### src/rtl/nios2_mult_pkg.sv
// Shared types and helpers for the Nios II M-stage multiplier.
//
// mult_op_t encodes the multiply flavour carried alongside each operand pair:
//   OP_MUL    low word of the product (signedness irrelevant)
//   OP_MULXUU high word, both operands unsigned
//   OP_MULXSU high word, operand A signed, operand B unsigned
//   OP_MULXSS high word, both operands signed
package nios2_mult_pkg;

    typedef logic [1:0] mult_op_t;

    localparam mult_op_t OP_MUL    = 2'b00;
    localparam mult_op_t OP_MULXUU = 2'b01;
    localparam mult_op_t OP_MULXSU = 2'b10;
    localparam mult_op_t OP_MULXSS = 2'b11;

    // Operand A is treated as two's complement for the mixed and signed forms.
    function automatic logic op_signed_a(input mult_op_t op);
        return (op == OP_MULXSU) || (op == OP_MULXSS);
    endfunction

    // Operand B is only signed in the fully signed form.
    function automatic logic op_signed_b(input mult_op_t op);
        return (op == OP_MULXSS);
    endfunction

endpackage

### src/rtl/nios2_mult_pp.sv
// One registered partial-product multiplier.
//
// Multiplies two (H+1)-bit signed values and registers the (2H+2)-bit signed
// result. The extra bit lets the parent feed either zero-extended (unsigned)
// or sign-extended half operands through the same signed multiplier, so a
// plain '*' on signed operands is all that is needed to map onto a DSP block.
//
// Ports:
//   clk, reset  clock and asynchronous active-high reset
//   enable      load a new product this cycle, otherwise hold
//   a, b        signed half operands (H+1 bits)
//   p_q         registered signed product (2H+2 bits)
module nios2_mult_pp
    import nios2_mult_pkg::*;
#(
    parameter int H = 16
) (
    input  logic                  clk,
    input  logic                  reset,
    input  logic                  enable,
    input  logic signed [H:0]     a,
    input  logic signed [H:0]     b,
    output logic signed [2*H+1:0] p_q
);

    logic signed [2*H+1:0] a_x;
    logic signed [2*H+1:0] b_x;
    logic signed [2*H+1:0] p_d;

    // Widen both operands to the product width first so the multiply is
    // evaluated at full width with no truncation.
    always_comb begin
        a_x = {{(H+1){a[H]}}, a};
        b_x = {{(H+1){b[H]}}, b};
        p_d = p_q;
        if (enable) begin
            p_d = a_x * b_x;
        end
    end

    always_ff @(posedge clk or posedge reset) begin
        if (reset) begin
            p_q <= '0;
        end else begin
            p_q <= p_d;
        end
    end

endmodule

### src/rtl/nios2_mult_unit.sv
// Pipelined integer multiplier for the Nios II M-stage.
//
// Stage 1 registers four half-width partial products, stage 2 sums them into
// the full 2*DATA_W product and selects the low or high word, and PIPE_EXT
// further stages simply delay the result. Latency is 2 + PIPE_EXT cycles.
//
// Handshake: a transfer happens on a rising edge where valid and ready are
// both high. in_ready = advance & !flush, where advance = !out_valid |
// out_ready; the whole pipe shifts together on advance and holds otherwise,
// so out_result/out_tag stay stable while out_valid=1 and out_ready=0.
// flush clears every valid bit on the next edge (data registers hold) and
// blocks acceptance in the same cycle.
//
// Ports:
//   clk, reset            clock and asynchronous active-high reset
//   flush                 synchronous pipeline kill
//   in_valid / in_ready   input handshake
//   in_op                 mult_op_t mode
//   in_src1, in_src2      operands A and B (DATA_W)
//   in_tag                sideband tag carried to out_tag
//   out_valid / out_ready output handshake
//   out_result            selected product word (DATA_W)
//   out_tag               tag of the result
module nios2_mult_unit
    import nios2_mult_pkg::*;
#(
    parameter int DATA_W   = 32,
    parameter int PIPE_EXT = 0,
    parameter int TAG_W    = 5
) (
    input  logic              clk,
    input  logic              reset,
    input  logic              flush,
    input  logic              in_valid,
    output logic              in_ready,
    input  mult_op_t          in_op,
    input  logic [DATA_W-1:0] in_src1,
    input  logic [DATA_W-1:0] in_src2,
    input  logic [TAG_W-1:0]  in_tag,
    output logic              out_valid,
    input  logic              out_ready,
    output logic [DATA_W-1:0] out_result,
    output logic [TAG_W-1:0]  out_tag
);

    localparam int H      = DATA_W / 2;
    localparam int PP_W   = DATA_W + 2;
    localparam int PROD_W = 2 * DATA_W;

    logic advance;
    logic data_en;

    assign advance  = !out_valid || out_ready;
    assign in_ready = advance && !flush;
    // Data registers only move on an un-flushed advance; a flush leaves them as-is.
    assign data_en  = advance && !flush;

    // ------------------------------------------------------------------
    // Stage 1: half operands and partial products
    // ------------------------------------------------------------------
    logic              sign_a;
    logic              sign_b;
    logic signed [H:0] a_lo_x;
    logic signed [H:0] a_hi_x;
    logic signed [H:0] b_lo_x;
    logic signed [H:0] b_hi_x;

    // Lower halves are always magnitudes; only the upper halves carry sign.
    always_comb begin
        sign_a = op_signed_a(in_op);
        sign_b = op_signed_b(in_op);
        a_lo_x = {1'b0, in_src1[H-1:0]};
        a_hi_x = {sign_a & in_src1[DATA_W-1], in_src1[DATA_W-1:H]};
        b_lo_x = {1'b0, in_src2[H-1:0]};
        b_hi_x = {sign_b & in_src2[DATA_W-1], in_src2[DATA_W-1:H]};
    end

    logic signed [PP_W-1:0] pp_ll;
    logic signed [PP_W-1:0] pp_lh;
    logic signed [PP_W-1:0] pp_hl;
    logic signed [PP_W-1:0] pp_hh;

    nios2_mult_pp #(.H(H)) u_pp_ll (
        .clk(clk), .reset(reset), .enable(data_en), .a(a_lo_x), .b(b_lo_x), .p_q(pp_ll)
    );
    nios2_mult_pp #(.H(H)) u_pp_lh (
        .clk(clk), .reset(reset), .enable(data_en), .a(a_lo_x), .b(b_hi_x), .p_q(pp_lh)
    );
    nios2_mult_pp #(.H(H)) u_pp_hl (
        .clk(clk), .reset(reset), .enable(data_en), .a(a_hi_x), .b(b_lo_x), .p_q(pp_hl)
    );
    nios2_mult_pp #(.H(H)) u_pp_hh (
        .clk(clk), .reset(reset), .enable(data_en), .a(a_hi_x), .b(b_hi_x), .p_q(pp_hh)
    );

    logic             v1_q, v1_d;
    mult_op_t         op1_q, op1_d;
    logic [TAG_W-1:0] tag1_q, tag1_d;

    always_comb begin
        v1_d   = v1_q;
        op1_d  = op1_q;
        tag1_d = tag1_q;
        if (flush) begin
            v1_d = 1'b0;
        end else if (advance) begin
            // in_ready is high here, so in_valid alone means accept.
            v1_d = in_valid;
        end
        if (data_en) begin
            op1_d  = in_op;
            tag1_d = in_tag;
        end
    end

    always_ff @(posedge clk or posedge reset) begin
        if (reset) begin
            v1_q   <= 1'b0;
            op1_q  <= OP_MUL;
            tag1_q <= '0;
        end else begin
            v1_q   <= v1_d;
            op1_q  <= op1_d;
            tag1_q <= tag1_d;
        end
    end

    // ------------------------------------------------------------------
    // Stage 2: partial-product sum and word select
    // ------------------------------------------------------------------
    logic [PROD_W-1:0] ll_x, lh_x, hl_x, hh_x;
    logic [PROD_W-1:0] product;
    logic [DATA_W-1:0] sel_word;

    // Sign-extend each partial product, then sum modulo 2^PROD_W; the wrap
    // is harmless because the true product always fits in PROD_W bits.
    always_comb begin
        ll_x     = {{(PROD_W-PP_W){pp_ll[PP_W-1]}}, pp_ll};
        lh_x     = {{(PROD_W-PP_W){pp_lh[PP_W-1]}}, pp_lh};
        hl_x     = {{(PROD_W-PP_W){pp_hl[PP_W-1]}}, pp_hl};
        hh_x     = {{(PROD_W-PP_W){pp_hh[PP_W-1]}}, pp_hh};
        product  = ll_x + (lh_x << H) + (hl_x << H) + (hh_x << (2*H));
        sel_word = (op1_q == OP_MUL) ? product[DATA_W-1:0] : product[PROD_W-1:DATA_W];
    end

    logic              v2_q, v2_d;
    logic [DATA_W-1:0] res2_q, res2_d;
    logic [TAG_W-1:0]  tag2_q, tag2_d;

    always_comb begin
        v2_d   = v2_q;
        res2_d = res2_q;
        tag2_d = tag2_q;
        if (flush) begin
            v2_d = 1'b0;
        end else if (advance) begin
            v2_d = v1_q;
        end
        if (data_en) begin
            res2_d = sel_word;
            tag2_d = tag1_q;
        end
    end

    always_ff @(posedge clk or posedge reset) begin
        if (reset) begin
            v2_q   <= 1'b0;
            res2_q <= '0;
            tag2_q <= '0;
        end else begin
            v2_q   <= v2_d;
            res2_q <= res2_d;
            tag2_q <= tag2_d;
        end
    end

    // ------------------------------------------------------------------
    // Stages 3..S: delay line; element 0 is the stage-2 register.
    // ------------------------------------------------------------------
    logic              dly_v   [0:PIPE_EXT];
    logic [DATA_W-1:0] dly_res [0:PIPE_EXT];
    logic [TAG_W-1:0]  dly_tag [0:PIPE_EXT];

    assign dly_v[0]   = v2_q;
    assign dly_res[0] = res2_q;
    assign dly_tag[0] = tag2_q;

    for (genvar g = 1; g <= PIPE_EXT; g++) begin : g_ext
        logic              v_q, v_d;
        logic [DATA_W-1:0] res_q, res_d;
        logic [TAG_W-1:0]  tag_q, tag_d;

        always_comb begin
            v_d   = v_q;
            res_d = res_q;
            tag_d = tag_q;
            if (flush) begin
                v_d = 1'b0;
            end else if (advance) begin
                v_d = dly_v[g-1];
            end
            if (data_en) begin
                res_d = dly_res[g-1];
                tag_d = dly_tag[g-1];
            end
        end

        always_ff @(posedge clk or posedge reset) begin
            if (reset) begin
                v_q   <= 1'b0;
                res_q <= '0;
                tag_q <= '0;
            end else begin
                v_q   <= v_d;
                res_q <= res_d;
                tag_q <= tag_d;
            end
        end

        assign dly_v[g]   = v_q;
        assign dly_res[g] = res_q;
        assign dly_tag[g] = tag_q;
    end

    assign out_valid  = dly_v[PIPE_EXT];
    assign out_result = dly_res[PIPE_EXT];
    assign out_tag    = dly_tag[PIPE_EXT];

endmodule
### config.mk
export PLATFORM = sky130hd
export DESIGN_NAME = nios2_mult_unit
export DESIGN_NICKNAME = d
export VERILOG_FILES = /design/src/rtl/nios2_mult_pkg.sv /design/src/rtl/nios2_mult_pp.sv /design/src/rtl/nios2_mult_unit.sv
export SDC_FILE = /design/constraint.sdc
export NUM_CORES = 2
export LEC_CHECK = 0
export CAP_MARGIN = 20
export CORE_ASPECT_RATIO = 0.8
export CORE_MARGIN = 2
export CORE_UTILIZATION = 60
export CTS_BUF_LIST = sky130_fd_sc_hd__clkbuf_8
export DETAILED_ROUTE_END_ITERATION = 12
export PLACE_DENSITY = 0.81
export SETUP_SLACK_MARGIN = 0.15
export SKIP_CTS_REPAIR_TIMING = 1
export SLEW_MARGIN = 10
export SYNTH_ARGS = -nofsm -noshare
export SYNTH_HDL_FRONTEND = slang
export SYNTH_SLANG_ARGS = --single-unit
### constraint.sdc
create_clock -name clk -period 15 [get_ports clk]
set_clock_uncertainty 0.15 [all_clocks]
set_input_delay 1.5 -clock clk [delete_from_list [all_inputs] [get_ports clk]]
set_output_delay 1.5 -clock clk [all_outputs]
set_load 0.05 [all_outputs]
* Word-level counts from Yosys, hierarchy flattened
Cells that the tools add are included.
** Word-level totals
- Bits in registers :: 178
- Input port bits :: 76
- Output and inout port bits :: 39
- Logic and storage cells :: 33
** Operators by class
- $add $sub $neg :: 3
- Multiply operators :: 4
- Eq/ne operators :: 2
- Muxes and demuxes :: 5
- Bitwise gates (word level) :: 2
- Reductions and logical operators :: 7
** Operators with widths (count)
- $mul 17x17->34 :: 2
- $add 64x64->64 :: 1
- $add 51x50->52 :: 1
- $add 33x50->51 :: 1
- $mul 16x16->32 :: 1
- $mul 17x17->32 :: 1
- $mux 32 :: 1
- $eq 2x2->1 const B :: 2
- $mux 1 :: 4
- $and 1x1->1 :: 2
- $logic_not 1->1 :: 2
- $logic_not 2->1 :: 1
- $logic_or 1x1->1 :: 2
- $reduce_bool 2->1 :: 1
- $logic_and 1x1->1 :: 1

* Depth between registers and ports, before layout
- Depth in word-level cells :: 4
- Depth in mapped cells :: 27
- Mapped depth without buffers :: 27

* Cells and area by module
A second synthesis with hierarchy kept.
** Unflattened totals
- Cell total of the unflattened synthesis :: 5828
- Area total of the unflattened synthesis :: 54474.7 um^2
** By module, submodules not included
- nios2_mult_pp at u_pp_hh :: instances 1, cells each 1312, area an instance 12328.1 um^2, seq. area each 850.8 um^2
- nios2_mult_pp at u_pp_ll :: instances 1, cells each 1279, area an instance 12117.9 um^2, seq. area each 850.8 um^2
- nios2_mult_pp at u_pp_hl :: instances 1, cells each 1277, area an instance 12110.4 um^2, seq. area each 850.8 um^2
- nios2_mult_pp at u_pp_lh :: instances 1, cells each 1253, area an instance 12035.3 um^2, seq. area each 850.8 um^2
- nios2_mult_unit :: instances 1, cells each 707, area an instance 5883.1 um^2, seq. area each 1151.1 um^2

* Least setup slack after synthesis
No wires, ideal clock.
- Path kind :: input to register
- Start point :: input port in_op[1]
- End point :: register u_pp_hh.p_q[31]
- Library setup time :: 0.069 ns
- Arrival :: 7.582 ns
- Required time :: 14.781 ns
- Path slack :: 7.198 ns
- Stages on the path :: 21
- Path buffers :: 3
- Cells stage by stage :: clkbuf_1 -> and2_1 -> clkbuf_1 -> clkbuf_1 -> nand2_1 -> fa_1 -> fa_1 -> inv_1 -> fa_1 -> fa_1 -> fa_1 -> fa_1 -> ha_1 -> a21oi_1 -> o21bai_1 -> a221oi_1 -> nand2_1 -> o2111ai_1 -> nand3_1 -> or3_1 -> nand3_1
** On the way
- Longest elaborated chain between the ends :: 4
- Elaborated cells between the ends (all ways) :: 6
- Classes of those cells :: 1 x mul; 2 x eq/ne; 2 x bitwise; 1 x reduce/logical
** Ends and longest elaborated chain
- from (decl) :: RTL line nios2_mult_unit.sv:36 : input mult_op_t in_op,
- $eq 2x2->1, on equally long branches :: RTL line nios2_mult_pkg.sv:19, nios2_mult_pkg.sv:24
- $logic_or 1x1->1 :: RTL line nios2_mult_pkg.sv:19 : return (op == OP_MULXSU) || (op == OP_MULXSS);
- $and 1x1->1 :: RTL line nios2_mult_unit.sv:73 : a_hi_x = {sign_a & in_src1[DATA_W-1], in_src1[DATA_W-1:H]};
- $mul 17x17->32 (*) :: RTL line nios2_mult_pp.sv:37 : p_d = a_x * b_x;
- to (signal assigned) :: RTL line nios2_mult_pp.sv:45 : p_q <= p_d;
- to (decl) :: RTL line nios2_mult_pp.sv:23 : output logic signed [2*H+1:0] p_q
Mark *: on every way between the ends. The rest lies on a longest branch, timed or not.
A chain may end at the register's enable or synchronous reset.

* Worst setup path in the final report
- Start point :: input port in_op[1]
- End point :: register u_pp_hl.p_q[32]
** On the way
- Longest elaborated chain between the ends :: 4
- Elaborated cells between the ends (all ways) :: 5
- Classes of those cells :: 1 x mul; 2 x eq/ne; 1 x bitwise; 1 x reduce/logical
** Ends and longest elaborated chain (RTL line)
- $eq 2x2->1 :: nios2_mult_pkg.sv:19
- $logic_or 1x1->1 (*) :: nios2_mult_pkg.sv:19
- $and 1x1->1 (*) :: nios2_mult_unit.sv:73
- $mul 17x17->34 (*) :: nios2_mult_pp.sv:37
- to (signal assigned) :: nios2_mult_pp.sv:45
- to (decl) :: nios2_mult_pp.sv:23
Marks and branches as above.

==> out/results.ini <==
[layout]
layout-drive-gt1-share_pct = 2.80
syn2layout_area_growth_pct = 5.23
final_net_count = 7067
final_util_pct = 63.9
mostFrequentLayoutCells = inv_1 (1209), fa_1 (982), nand2_1 (908)
final_common_cell = inv_1

[worst_setup_path]
cp_slowest_cell = clkdlybuf4s50_1
arrival_ns = 8.89
path_max_fanout = 14
path_cells = clkdlybuf4s50_1 -> and2_1 -> buf_4 -> nand2_1 -> fa_1 -> inv_1 -> fa_1 -> fa_1 -> fa_1 -> inv_1 -> fa_1 -> inv_1 -> fa_1 -> ha_1 -> a21o_1 -> a21oi_1 -> o21ai_0 -> a21oi_1 -> nor2b_1 -> o21ai_1 -> a2111oi_0 -> or4_1 -> nand3_1
path_delay_family = adder cells
crit_path_end_kind = register
crit_required_ns = 15.30
critPathBufInv = 5
critPathLaunchType = input pin
cp_slowest_stage_delay_ns = 0.97
cp_common_cell = fa_1
critPathKind = input pin to register

[global_routing]
grt_pass1_wl_mm = 210
antenna_found_initial = 3
grtUsageTotal_pct = 32.2
grt_max_degree = 106
first_global_vias = 40300
grt-ovfl-total = 0

[job]
maxCapViolCount = 0

[floorplanning]
fp.dieArea_mm2 = 0.0839
ios = 115
core_mm2 = 0.0806
core.rowCount = 93
die_h_um = 260
fp.dieW_um = 323
start_util_pct = 60.7

[logic_synthesis]
ys_types = 78
syn_area_mm2 = 0.0490
ys_seq_elements = 178
yosysWarnings = 0
yosys.area_share.simple_pct = 15.8
synthMuxAreaShare_pct = 0.0869
synth_edf_count = 0
synthAdderAreaFrac_pct = 52.5
synthCells = 5571
ys.flop_type = dfrtp_1
synth_compound_area_share_pct = 8.22
synth.avg_cell_area_um2 = 8.79
synth_nets = 7113
synth_top_family_by_area = adder cells
async_reset_ff_share_pct = 100
synth-xor-area-share_pct = 3.02
ys_seq_area_share_pct = 9.10

[sta]
relSlewSlack_pct = 35.8
fin_crit_ns = 8.59
rsz0062_at_grt = no
fmax_mhz = 116
finalSetupViolCount = 0
slew_violations = 0
fin_tns_setup_ns = 0
worst_slew_pin_slew_ns = 0.963
worst_slack_ns = 6.41
period_share_pct = 57.3
hold_violations = 0

[run_status]
status = finished clean

[clock_network]
cts_buffers = 17
cts.sinks = 178
cts-root-buf = clkbuf_8
cts_buffer_depth = 2
clock_latency_ns = 0.58
htreeDepth = 4
path_clk_slew_ns = 0.12
cts_tree = done

[worst_hold_path]
holdCritPathClass = register to register

[placed_design]
dp_hpwl_mm = 100
gp_congestion = 0.977
port_buffers = 114
dp_slack_ns = 5.85

[route]
drc = 0
drt_iter0_markers = 2840
firstDrtPassIters = 6
ant_nets = 0
via_count = 37500
post_drt_wl_per_cell_um = 19.4
vias_per_cell = 5.66
wirelength_mm = 129

## area by class of cell
type                            count  area [um^2]
Sequential cell                   178         4450
Fill cell                        6552        29100
Inverter                         1211         4550
Clock buffer                       17          234
Tap cell                         1092         1370
Multi-Input combinational cell   3927        39000
Antenna cell                        3         7.51
Timing Repair Buffer              190         1710
Clock inverter                     14          189
## synthesized netlist by cell type, drive strengths merged (4+ instances only)
cell type | n | area [um^2]
inv | 1210 | 4540
fa | 982 | 19700
nand2 | 908 | 3410
ha | 484 | 6060
and2 | 440 | 2750
clkbuf | 244 | 916
o21ai | 192 | 968
dfrtp | 178 | 4450
a21oi | 166 | 831
nor2 | 121 | 457
xnor2 | 108 | 946
a21o | 61 | 458
xor2 | 61 | 534
nand3 | 36 | 180
o21a | 30 | 225
o21bai | 30 | 225
nor3 | 28 | 140
a31oi | 27 | 169
a211oi | 22 | 180
nand2b | 18 | 113
nor2b | 18 | 113
or2 | 18 | 113
and3 | 16 | 100
or3 | 15 | 93.8
nand4 | 12 | 75.1
buf | 11 | 41.3
o211ai | 11 | 92.6
o22ai | 11 | 68.8
o31ai | 11 | 87.6
or4 | 8 | 60.1
a211o | 6 | 53.8
a31o | 6 | 52.6
o2111ai | 6 | 52.6
o221ai | 6 | 58.8
a221o | 5 | 50.1
and4 | 5 | 43.8
o31a | 5 | 43.8
o41ai | 5 | 51.3
nor3b | 4 | 30.0
## stage by stage
| stage | hold WS (ns) | instance area (um^2) | std cells |
|---|---|---|---|
| after CTS | 0.331 | 51500 | 6629 |
| after detailed placement | 0.307 | 51100 | 6598 |
| after global routing | 0.359 | 51500 | 6630 |
| final | 0.328 | 51500 | 6632 |
| after global placement | 0.302 | 51100 | 6598 |
| after floorplan | 0.289 | 49000 | 5571 |
## cells by family after synthesis
logic type               count (synthesis)
multiplexers                             4
flip-flops                             178
buffers and inverters                 1466
XOR/XNOR                               169
adder cells (fa/ha/maj)               1466
AND/OR/NAND/NOR                       1655
AO/OA/AOI/OAI                          633
## final timing paths
path	start	to	slack, ns	depth (start not counted)
worst max-delay path	in_op[1]	u_pp_hl.p_q[32]$_DFFE_PP0P_	6.41	23
worst min-delay path	tag1_q[4]$_DFFE_PP0P_	out_tag[4]$_DFFE_PP0P_	0.33	2
worst max register to register	u_pp_ll.p_q[20]$_DFFE_PP0P_	out_result[31]$_DFFE_PP0P_	8.45	23
worst min register to register	tag1_q[4]$_DFFE_PP0P_	out_tag[4]$_DFFE_PP0P_	0.33	2
max in group asynchronous	reset	out_result[12]$_DFFE_PP0P_	11.82	3
min in group asynchronous	reset	u_pp_hh.p_q[23]$_DFFE_PP0P_	1.31	2
## metal layers
metal / routed length, um / vias to the layer above / track usage, %
li1: - / 16700 / -
met1: 50700 / 18800 / 42.1
met2: 59600 / 1596 / 52.6
met3: 13400 / 332 / 7.87
met4: 4550 / 2 / 10.7
met5: 194 / - / 1.71
## flip-flops by register name, summed over array words and instances, names as in the netlist
register,cells
op1_q,2
out_result,32
out_tag,5
out_valid,1
tag1_q,5
u_pp_hh.p_q,32
u_pp_hl.p_q,34
u_pp_lh.p_q,34
u_pp_ll.p_q,32
v1_q,1
## worst min-delay path, stage by stage, from the launching register on
cell	delay [ns]
dfrtp_1	0.37
nand2_1	0.05
nand2_1	0.05
Power is not shown: default switching activity piles up to over one toggle a cycle in this logic, so the estimate is an artifact.
